`src/rtl/uart_echo_responder.sv`:
```
// rtl/uart_echo_responder.sv - buffered UART echo with XOR transform and error/overflow statistics
// Received bytes are queued in a FIFO and replayed one at a time through the transmitter handshake.
module uart_echo_responder #(
   parameter int unsigned FIFO_DEPTH = 16,
   parameter logic [7:0]  XOR_MASK   = 8'h00
) (
   input  logic                        clk,
   input  logic                        rst,
   input  logic [7:0]                  rx_data,
   input  logic                        rx_ready,
   input  logic                        rx_error,
   output logic [7:0]                  tx_data,
   output logic                        tx_start,
   input  logic                        tx_busy,
   input  logic                        tx_done,
   input  logic                        echo_en,
   output logic [$clog2(FIFO_DEPTH):0] fifo_count,
   output logic                        overflow,
   output logic [7:0]                  drop_cnt,
   output logic [7:0]                  err_cnt
);

   localparam int AW = $clog2(FIFO_DEPTH);
   localparam int CW = AW + 1;
   localparam logic [CW-1:0] FULL_COUNT = CW'(FIFO_DEPTH);

   typedef enum logic [1:0] {
      IDLE      = 2'd0,
      START     = 2'd1,
      WAIT_DONE = 2'd2
   } state_t;

   state_t          state_q, state_d;
   logic [7:0]      mem_q [FIFO_DEPTH];
   logic [AW-1:0]   wr_ptr_q, wr_ptr_d;
   logic [AW-1:0]   rd_ptr_q, rd_ptr_d;
   logic [CW-1:0]   count_q, count_d;
   logic [7:0]      tx_data_q, tx_data_d;
   logic            tx_start_q, tx_start_d;
   logic            overflow_q, overflow_d;
   logic [7:0]      drop_cnt_q, drop_cnt_d;
   logic [7:0]      err_cnt_q, err_cnt_d;

   logic            fifo_full;
   logic            pop;
   logic            push;
   logic            drop;
   logic            rx_bad;

   // A pop in the same cycle frees the slot, so a full FIFO still accepts the push.
   always_comb begin
      fifo_full = (count_q == FULL_COUNT);
      pop       = (state_q == IDLE) && echo_en && (count_q != '0);
      rx_bad    = rx_ready && rx_error;
      push      = rx_ready && !rx_error && (!fifo_full || pop);
      drop      = rx_ready && !rx_error && fifo_full && !pop;
   end

   always_comb begin
      wr_ptr_d = wr_ptr_q;
      rd_ptr_d = rd_ptr_q;
      count_d  = count_q;
      if (push) begin
         wr_ptr_d = wr_ptr_q + AW'(1);
      end
      if (pop) begin
         rd_ptr_d = rd_ptr_q + AW'(1);
      end
      if (push && !pop) begin
         count_d = count_q + CW'(1);
      end else if (pop && !push) begin
         count_d = count_q - CW'(1);
      end
   end

   always_comb begin
      overflow_d = overflow_q | drop;
      drop_cnt_d = drop_cnt_q;
      err_cnt_d  = err_cnt_q;
      if (drop && (drop_cnt_q != 8'hFF)) begin
         drop_cnt_d = drop_cnt_q + 8'd1;
      end
      if (rx_bad && (err_cnt_q != 8'hFF)) begin
         err_cnt_d = err_cnt_q + 8'd1;
      end
   end

   always_comb begin
      state_d    = state_q;
      tx_start_d = tx_start_q;
      tx_data_d  = tx_data_q;
      case (state_q)
         IDLE: begin
            tx_start_d = 1'b0;
            if (pop) begin
               state_d    = START;
               tx_start_d = 1'b1;
               tx_data_d  = mem_q[rd_ptr_q] ^ XOR_MASK;
            end
         end
         START: begin
            tx_start_d = 1'b1;
            if (tx_busy) begin
               state_d    = WAIT_DONE;
               tx_start_d = 1'b0;
            end
         end
         WAIT_DONE: begin
            tx_start_d = 1'b0;
            if (tx_done) begin
               state_d = IDLE;
            end
         end
         default: begin
            state_d    = IDLE;
            tx_start_d = 1'b0;
         end
      endcase
   end

   always_ff @(posedge clk or posedge rst) begin
      if (rst) begin
         state_q    <= IDLE;
         wr_ptr_q   <= '0;
         rd_ptr_q   <= '0;
         count_q    <= '0;
         tx_data_q  <= 8'h00;
         tx_start_q <= 1'b0;
         overflow_q <= 1'b0;
         drop_cnt_q <= 8'h00;
         err_cnt_q  <= 8'h00;
      end else begin
         state_q    <= state_d;
         wr_ptr_q   <= wr_ptr_d;
         rd_ptr_q   <= rd_ptr_d;
         count_q    <= count_d;
         tx_data_q  <= tx_data_d;
         tx_start_q <= tx_start_d;
         overflow_q <= overflow_d;
         drop_cnt_q <= drop_cnt_d;
         err_cnt_q  <= err_cnt_d;
      end
   end

   // Storage needs no reset: entries are only read once count_q says they were written.
   always_ff @(posedge clk) begin
      if (push) begin
         mem_q[wr_ptr_q] <= rx_data;
      end
   end

   assign tx_data    = tx_data_q;
   assign tx_start   = tx_start_q;
   assign fifo_count = count_q;
   assign overflow   = overflow_q;
   assign drop_cnt   = drop_cnt_q;
   assign err_cnt    = err_cnt_q;

endmodule
```
`config.mk`:
```
export PLATFORM = sky130hd
export DESIGN_NAME = uart_echo_responder
export DESIGN_NICKNAME = d
export VERILOG_FILES = /design/src/rtl/uart_echo_responder.sv
export SDC_FILE = /design/constraint.sdc
export NUM_CORES = 1
export LEC_CHECK = 0
export ABC_AREA = 1
export BUFFER_PORTS_ARGS = -buffer_cell sky130_fd_sc_hd__buf_2
export CAP_MARGIN = 20
export CORE_ASPECT_RATIO = 1.2
export CORE_MARGIN = 2
export CORE_UTILIZATION = 50
export DETAILED_ROUTE_END_ITERATION = 7
export PLACE_DENSITY = 0.69
export SETUP_SLACK_MARGIN = 0.02
export SYNTH_ARGS = -nofsm -noshare
export SYNTH_HDL_FRONTEND = slang
export SYNTH_SLANG_ARGS = --single-unit
```
`constraint.sdc`:
```
create_clock -name clk -period 2.4 [get_ports clk]
set_input_delay 0.12 -clock clk [delete_from_list [all_inputs] [get_ports clk]]
set_output_delay 0.12 -clock clk [all_outputs]
set_load 0.03 [all_outputs]
```
Yosys cells after proc, flatten, opt, wreduce, memory -nomap -nowiden
Memories as Yosys holds them, arrays and structs flattened. A register that Yosys moved wholly into a read port is not among the register bits.
Cells that the tools add are included.
{"block": "totals", "regBits": 33, "mem_bits_rw": 128, "in_bits": 15, "out_inout_bits": 31, "elab_cells": 56, "memories": 1}
{"name": "mem_q", "depth": 16, "word_bits": 8, "rd": 1, "rd_clocked_by_memory_dff": 1, "wr": 1, "line": "34", "rtl": "logic [7:0] mem_q [FIFO_DEPTH];"}
{"block": "classes", "add_sub_neg": 6, "n_eq_ne": 8, "n_mux": 11, "bitwise": 1, "n_reduce_logical": 21}
{"operator": "$add 8x1->8 const B", "count": 2}
{"operator": "$ne 8x8->1 const B", "count": 2}
{"operator": "$logic_and 1x1->1", "count": 11}
{"operator": "$mux 5", "count": 2}
{"operator": "$add 4x1->4 const B", "count": 2}
{"operator": "$mux 2", "count": 3}
{"operator": "$ne 2x2->1 const B", "count": 3}
{"operator": "$pmux 2 s3", "count": 1}
{"operator": "$add 5x1->5 const B", "count": 1}
{"operator": "$eq 5x5->1 const B", "count": 1}
{"operator": "$reduce_bool 5->1", "count": 1}
{"operator": "$sub 5x1->5 const B", "count": 1}
{"operator": "$logic_not 1->1", "count": 4}
{"operator": "$mux 1", "count": 4}
{"operator": "$reduce_and 3->1", "count": 1}
{"operator": "$eq 2x1->1 const B", "count": 1}
{"operator": "$eq 2x2->1 const B", "count": 1}
{"operator": "$logic_not 2->1", "count": 1}
{"operator": "$pmux 1 s2", "count": 1}
{"operator": "$reduce_and 2->1", "count": 1}
{"operator": "$reduce_bool 2->1", "count": 1}
{"operator": "$logic_or 1x1->1", "count": 1}
{"operator": "$or 1x1->1", "count": 1}

Longest topological paths before layout
Gate-level depths: netlist of run 1.
{"block": "depth", "ltp_word": 9, "mapped_depth": 14, "mapped_depth_nobuf": 13}

Worst setup path before layout of run 1
Ideal clock, no wire load.
{"block": "synth_path", "path_kind": "reg-to-reg", "start": "register count_q[0] (netlist: fifo_count[0])", "end": "register count_q[4] (netlist: fifo_count[4])", "setup_ns": 0.121, "t_arrival_ns": 2.354, "required_time_ns": 2.279, "setup_slack_ns": -0.075, "stages_incl_launch_ff": 15, "n_path_buf": 1, "period_less_slack_ns": 2.475, "cell_sequence": "dfrtp_1 nor2_2 nand4_2 nor2_2 nor2_4 buf_12 ha_1 inv_1 ha_1 a21oi_1 nand2_1 a21oi_1 o21ai_0 nand2_1 nand2_1"}
{"block": "synth_via", "elab_chain_cells": 7, "elab_cells_between_ends": 15, "classes_between": "2 x add/sub; 1 x eq/ne; 2 x mux; 10 x reduce/logical"}
{"element": "start, declared", "line": "37", "rtl": "logic [CW-1:0] count_q, count_d;"}
{"element": "start signal, assigned", "line": "136", "rtl": "count_q <= count_d;"}
{"element": "$eq 5x5->1 or $reduce_bool 5->1 (tied branches)", "line": "52, 53"}
{"element": "$logic_not 1->1 or $logic_and 1x1->1 (tied branches)", "line": "55, 53"}
{"element": "$logic_or 1x1->1 *", "line": "55", "rtl": "push = rx_ready && !rx_error && (!fifo_full || pop);"}
{"element": "$logic_and 1x1->1 *", "line": "55"}
{"element": "via push", "line": "46", "rtl": "logic push;"}
{"element": "$logic_not 1->1", "line": "71", "rtl": "end else if (pop && !push) begin"}
{"element": "$logic_and 1x1->1", "line": "71"}
{"element": "$reduce_bool 2->1 (no source line)"}
The timed path passes the listed nets; every way through them passes the cells marked *. The select of a mux whose other input is x is not followed.
A chain may end at the register's enable or synchronous reset.

Worst setup path in the final report of run 1
{"block": "layout_path", "start": "register count_q[0] (netlist: fifo_count[0])", "end": "register count_q[4] (netlist: fifo_count[4])"}
{"block": "layout_via", "elab_chain_cells": 7, "elab_cells_between_ends": 15, "classes_between": "2 x add/sub; 1 x eq/ne; 2 x mux; 10 x reduce/logical"}
{"element": "parallel branches: the longest is 7 deep, another holds $sub 5x1->5"}
Several ways; the timed one is not identified. The select of a mux whose other input is x is not followed.

==> run metrics, run 1 <==
Die Y=140 µm; number of remaining DRC errors=0; PD cells=1140 nW/µm²; pin count of the biggest net entering global routing=67; CP max stage delay=460 ps; Ports=46; Worst setup SP type=flip-flop; final setup violation count=0; Max Root-Sink Buffers=2; Tot Pwr=10.1 mW; met1 Use GR=0.244; gr busiest metal=met2; Worst R2R End=fifo_count[4]$_DFFE_PP0P_; DRT iter0 DRCs=311; drt pass-1 iters=6; R2R Setup Slk=110 ps; CP Data Arrival Time=2610 ps; worst hold endpoint=mem_q[6][0]$_DFFE_PP_; WS Path Type=flip-flop to flip-flop; critical path endpoint category=flip-flop; Netlist Area Pre-Place=7730 µm²; Mapped Nets=796; Unique masters post-synth=34; Die Area=16,500 µm²; antenna diode instance count=0; Routed Antenna Nets=0; clk_lat worst skew=430 ps; first-pass GRT wire length=26,200 µm; Reg clk slew, reported paths=60 ps; I/O Buffers=45; Seq/Total Area, Yosys=0.630; CP top delay family=simple AND/OR/NAND/NOR gates; Setup Skew=10.8 ps; row cnt=49; WL/cell=15.6 µm; vias in the first global route=5,251; NumNets Final=861; Max Cap Viol=0; Syn Area/Cell=10.1 µm²; Worst EP required=2720 ps; HP Class=input port to flip-flop; Fin. Hold Viols=0; flop and latch count out of synthesis=169; starting density of the core=0.512; TritonCTS clock tree=yes; Worst R2R Path Depth=13; fmax=436 MHz; Sum Neg Setup Slack=0 ps; Worst Hold Path Cells=1; normalized max-slew margin=0.529; Slowest-stage cell, CP=dfrtp_2; cell taking the most area after synthesis=edfxtp_1; CTS buffer count=17; Critical path buffers and inverters=1; Die Wd=117 µm; top cell type's share of synthesized area=0.497; Synth warnings=0; pre-CTS setup slack=43.0 ps; hold_sp=rx_data[0]; worst reg2reg startpoint=fifo_count[0]$_DFFE_PP0P_; Max rail drop VDD=0.764 mV; actual slew at the worst max-slew pin=707 ps; GRT Total Usage=0.208; vias post-DR=5,340; H-Tree Depth=4; Placer Congestion=0.857; layout cells sized above 1=0.155; Cells after Synth=769; Leakage=4.05 nW; fin crit period=2290 ps; hold slack=102 ps; period utilization=0.955; RSZ-0062 raised after global routing=false; status=finished, final reports clean; Overflow after GRT=0; CTS sink count=169; Detail Placement HPWL=10,600 µm; CP max FO=7; Routed WL=16,400 µm; final worst slack=109 ps; core area=15,100 µm²; clock root buffer=clkbuf_16; vias per inst=5.08; Layout area overhead=15.2%; Synth area leaders=edfxtp_1, dfrtp_1, nand2_1; initial antenna violation count=0; Slew Limit Fails=0; met2 GRT Util=0.361; GR Layer Usage met3=0.0403; Top cell by count, worst path=nand2_1; CP Cell Sequence=nor2_4, nand4_2, nor2_2, nor2_4, ha_1, inv_4, ha_4, a21oi_1, nand2_1, a21oi_2, o21ai_0, nand2_1, nand2_1
-- kinds of logic (layout without fill, tap and decap cells) --
| family | after synthesis | count (layout) | share of synthesized area |
|---|---|---|---|
| and+or+nand+nor | 395 | 395 | 0.230 |
| DFF | 169 | 169 | 0.630 |
| buffers and inverters | 149 | 227 | 0.0788 |
| AOI/OAI and AO/OA | 24 | 24 | 0.0165 |
| xor gates and xnor gates | 20 | 20 | 0.0246 |
| adders and majority gates | 12 | 12 | 0.0204 |
-- metal layers --
layer | vias up | part of all wire
met1 | 2538 | 0.40
met3 | 40 | 0.051
met4 | 0 | 0.033
met2 | 161 | 0.51
met5 | - | 0
li1 | 2601 | -
-- worst reg2reg max path: cells and delay by family (launching register included) --
family | cells | cell delay (ps)
AND/OR/NAND/NOR | 7 | 720
AO/OA/AOI/OAI | 3 | 450
flip-flops | 1 | 460
buffers and inverters | 1 | 110
adder cells (fa/ha/maj) | 2 | 440
-- sequential cells by signal, summed over array words and instances, names as in the netlist, 2 cells and up --
name,flops
mem_q,128
rd_ptr_q,4
wr_ptr_q,4
drop_cnt,8
tx_data,8
fifo_count,5
state_q,2
err_cnt,8
-- layout by cell type (no fill, tap or decap), types with 9 or more instances in the layout --
cell / Yosys / final
nand3_1: 110 / 110
clkbuf_16: 0 / 17
buf_4: 2 / 24
nor2_1: 21 / 21
inv_1: 115 / 114
nand2_1: 241 / 241
o21ai_0: 9 / 9
edfxtp_1: 128 / 128
ha_1: 11 / 10
dfrtp_1: 41 / 36
buf_2: 21 / 45
xor2_1: 10 / 10
-- per-stage QoR --
step / area (µm²) / util / cells
CTS: 8860 / 0.587 / 1049
global placement: 8240 / 0.547 / 1013
finish: 8900 / 0.590 / 1051
floorplan: 7730 / - / 769
global route: 8900 / 0.590 / 1051
detailed placement: 8240 / 0.547 / 1013
-- where the power goes --
group | total, mW | switching, mW | leakage, nW | internal (mW)
combinational | 3.64 | 2.50 | 2.10 | 1.14
sequential | 3.86 | 0.317 | 1.67 | 3.54
clock | 2.65 | 1.05 | 0.276 | 1.60
total | 10.1 | 3.87 | 4.05 | 6.28
-- cells in the mapped netlist --
cell type  count
nand3_4        2
dfrtp_1       41
ha_1          11
or2_2          1
xor2_1        10
o21ai_0        9
clkbuf_1       4
a21oi_1        4
nand4_1        2
edfxtp_1     128
xnor2_1        8
inv_1        115
clkinv_1       2
o21ai_1        8
nand3_1      110
inv_2          4
nor3_1         1
nand2_4        5
nand2_2        2
o31ai_1        2
buf_4          2
nand3_2        1
nor3_4         1
nor3b_4        2
nor2_4         1
nor2_2         4
nand2_1      241
nand4_2        1
buf_2         21
o211ai_1       1
nor2_1        21
fa_1           1
xor2_2         2
buf_12         1
-- area by class of cell --
type / instances / area [µm²]
clock buffer: 22 / 474
clock inverter: 10 / 100
fill: 1247 / 6180
inverter: 121 / 457
multi-input combinational: 451 / 2270
sequential: 169 / 4880
tap: 204 / 255
timing repair buffer: 74 / 465
-- repair_timing --
action / 4_1_cts / 5_1_grt
endpoints found under the setup margin: 0 / 1
hold endpoints to repair: 44 / 0
hold buffers: 4 / 0
buffers inserted: 0 / 2
gates resized for setup: 0 / 6
-- how the worst max path moves through the flow --
stage / start / cells past startpoint / end
3_5_place_dp: fifo_count[0]$_DFFE_PP0P_ / 13 / fifo_count[4]$_DFFE_PP0P_
4_1_cts: fifo_count[0]$_DFFE_PP0P_ / 13 / fifo_count[4]$_DFFE_PP0P_
6_report: fifo_count[0]$_DFFE_PP0P_ / 13 / fifo_count[4]$_DFFE_PP0P_
3_3_place_gp: fifo_count[0]$_DFFE_PP0P_ / 13 / fifo_count[4]$_DFFE_PP0P_
2_1_floorplan: fifo_count[0]$_DFFE_PP0P_ / 14 / fifo_count[4]$_DFFE_PP0P_
5_1_grt: fifo_count[0]$_DFFE_PP0P_ / 13 / fifo_count[4]$_DFFE_PP0P_
Note: power is estimated with default switching activity, not from simulation.
==> run 2: changes to the inputs <==
Settings changed: CTS_BUF_LIST from default to sky130_fd_sc_hd__clkbuf_16.
==> run metrics, run 2 (synthesized netlist as in run 1, its figures left out) <==
status=finished, final reports clean; Max Cap Viol=0 (unchanged); Die Area=16,500 µm² (unchanged); hold slack=101 ps (-1.54 ps); Filler cells=1,254 (+0.56%); Sum Neg Setup Slack=0 ps (unchanged); Layout area overhead=14.8%; period utilization=0.956 (+0.00167); worst reg2reg startpoint=fifo_count[0]$_DFFE_PP0P_; CP Data Arrival Time=2610 ps (about the same); final setup violation count=0 (unchanged); vias per inst=5.10 (+0.47%); layout cells sized above 1=0.151 (-0.00354); commonest non-fill, non-tap cell in the layout=nand2_1; TritonCTS clock tree=yes; max reg flops=128 (unchanged); DRT iter0 DRCs=278 (-11%); Ports=46 (unchanged); Max rail drop VDD=0.760 mV (-0.52%); drt pass-1 iters=5 (-1); Overflow after GRT=0 (unchanged); clk_lat worst skew=430 ps (about the same); Worst R2R Path Depth=13 (unchanged); Worst R2R End=fifo_count[4]$_DFFE_PP0P_; I/O Buffers=45 (unchanged); register with the most flip-flops=mem_q; WL/cell=15.6 µm (+0.16%); vias post-DR=5,365 (+0.47%); starting density of the core=0.512 (unchanged); row cnt=49 (unchanged); Routed WL=16,400 µm (+0.16%); Setup Skew=7.38 ps (-3.40 ps); design area=8870 µm² (-0.34%); H-Tree Depth=4 (unchanged); Leakage=4.04 nW (-0.21%); RSZ-0062 raised after global routing=false; number of remaining DRC errors=0 (unchanged); fin crit period=2300 ps (+4.01 ps); worst hold endpoint=mem_q[6][0]$_DFFE_PP_; Die Y=140 µm (unchanged); Fin. Hold Viols=0 (unchanged); Slew Limit Fails=0 (unchanged); antenna diode instance count=0 (unchanged); most frequent cells in the layout=nand2_1, edfxtp_1, inv_1; hold_sp=rx_data[0]; actual slew at the worst max-slew pin=704 ps (-2.70 ps); Worst Hold Path Cells=1 (unchanged); initial antenna violation count=0 (unchanged); pin count of the biggest net entering global routing=67 (unchanged); Post-DP Area=8240 µm² (unchanged); critical path endpoint category=flip-flop; first-pass GRT wire length=26,200 µm (about the same); normalized max-slew margin=0.531 (+0.00180); Detail Placement HPWL=10,600 µm (unchanged); clock root buffer=clkbuf_16; CTS buffer count=17 (unchanged); NumNets Final=861 (unchanged); PD cells=1130 nW/µm² (-0.61%); CP max FO=7 (unchanged); Routed Antenna Nets=0 (unchanged); GRT Total Usage=0.208 (about the same); core area=15,100 µm² (unchanged); Worst setup SP type=flip-flop; vias in the first global route=5,246 (-0.095%); R2R Setup Slk=100 ps (about the same); Worst EP required=2720 ps (about the same); Reg clk slew, reported paths=60 ps (about the same); Placer Congestion=0.857 (unchanged); HP Class=input port to flip-flop; Max Root-Sink Buffers=2 (unchanged); fmax=436 MHz (-0.17%); Die Wd=117 µm (unchanged); CTS sink count=169 (unchanged); WS Path Type=flip-flop to flip-flop
[run 2: worst max-delay path, stage by stage (launching register included)]
cell and delay (ps):
dfrtp_2 460, nor2_4 140, nand4_2 110, nor2_2 170, nor2_4 40, ha_1 220, inv_4 110, ha_4 220
a21oi_1 170, nand2_1 120, a21oi_2 150, o21ai_0 130, nand2_1 90, nand2_1 50
[run 2: power by group]
group	switching, mW	internal, mW	total (mW)	leakage [nW]
Clock	1.05	1.49	2.54	0.268
Combinational	2.51	1.14	3.65	2.10
Sequential	0.319	3.54	3.86	1.67
[run 2: stage by stage]
step / total power, mW / utilization / instances / setup WS (ps)
2_1_floorplan: 6.46 / - / 769 / 53.8
3_3_place_gp: 7.33 / 0.547 / 1013 / 180
3_5_place_dp: 7.45 / 0.547 / 1013 / 43.0
4_1_cts: 10.0 / 0.585 / 1049 / 40.3
5_1_grt: 10.6 / 0.588 / 1051 / 21.8
6_report: 10.1 / 0.588 / 1051 / 105
[run 2: what timing repair did]
action	4_1_cts	5_1_grt
endpoints found under the hold margin	44	0
buffers inserted	0	2
hold buffers	4	0
setup endpoints to repair	0	1
resized for setup	0	6
[run 2: worst max-delay path by stage]
stage	depth (start not counted)	startpoint	slack, ps	end
after floorplan	14	fifo_count[0]$_DFFE_PP0P_	50	fifo_count[4]$_DFFE_PP0P_
after global placement	13	fifo_count[0]$_DFFE_PP0P_	180	fifo_count[4]$_DFFE_PP0P_
after detailed placement	13	fifo_count[0]$_DFFE_PP0P_	40	fifo_count[4]$_DFFE_PP0P_
after CTS	13	fifo_count[0]$_DFFE_PP0P_	40	fifo_count[4]$_DFFE_PP0P_
after global routing	13	fifo_count[0]$_DFFE_PP0P_	20	fifo_count[4]$_DFFE_PP0P_
final	13	fifo_count[0]$_DFFE_PP0P_	100	fifo_count[4]$_DFFE_PP0P_
[run 2: final cells by class]
cell class,count,area (µm²),area share
Tap cell,204,255,0.0288
Sequential cell,169,4880,0.550
Multi-Input combinational cell,451,2270,0.256
Inverter,121,457,0.0515
Clock buffer,17,425,0.0480
Timing Repair Buffer,74,465,0.0525
Clock inverter,15,119,0.0134
[run 2: per-layer routing]
layer	wire length, µm	track usage	up-vias
li1	-	-	2602
met1	6630	0.244	2551
met2	8380	0.361	170
met3	860	0.0403	42
met4	534	0.112	0
met5	0	0	-
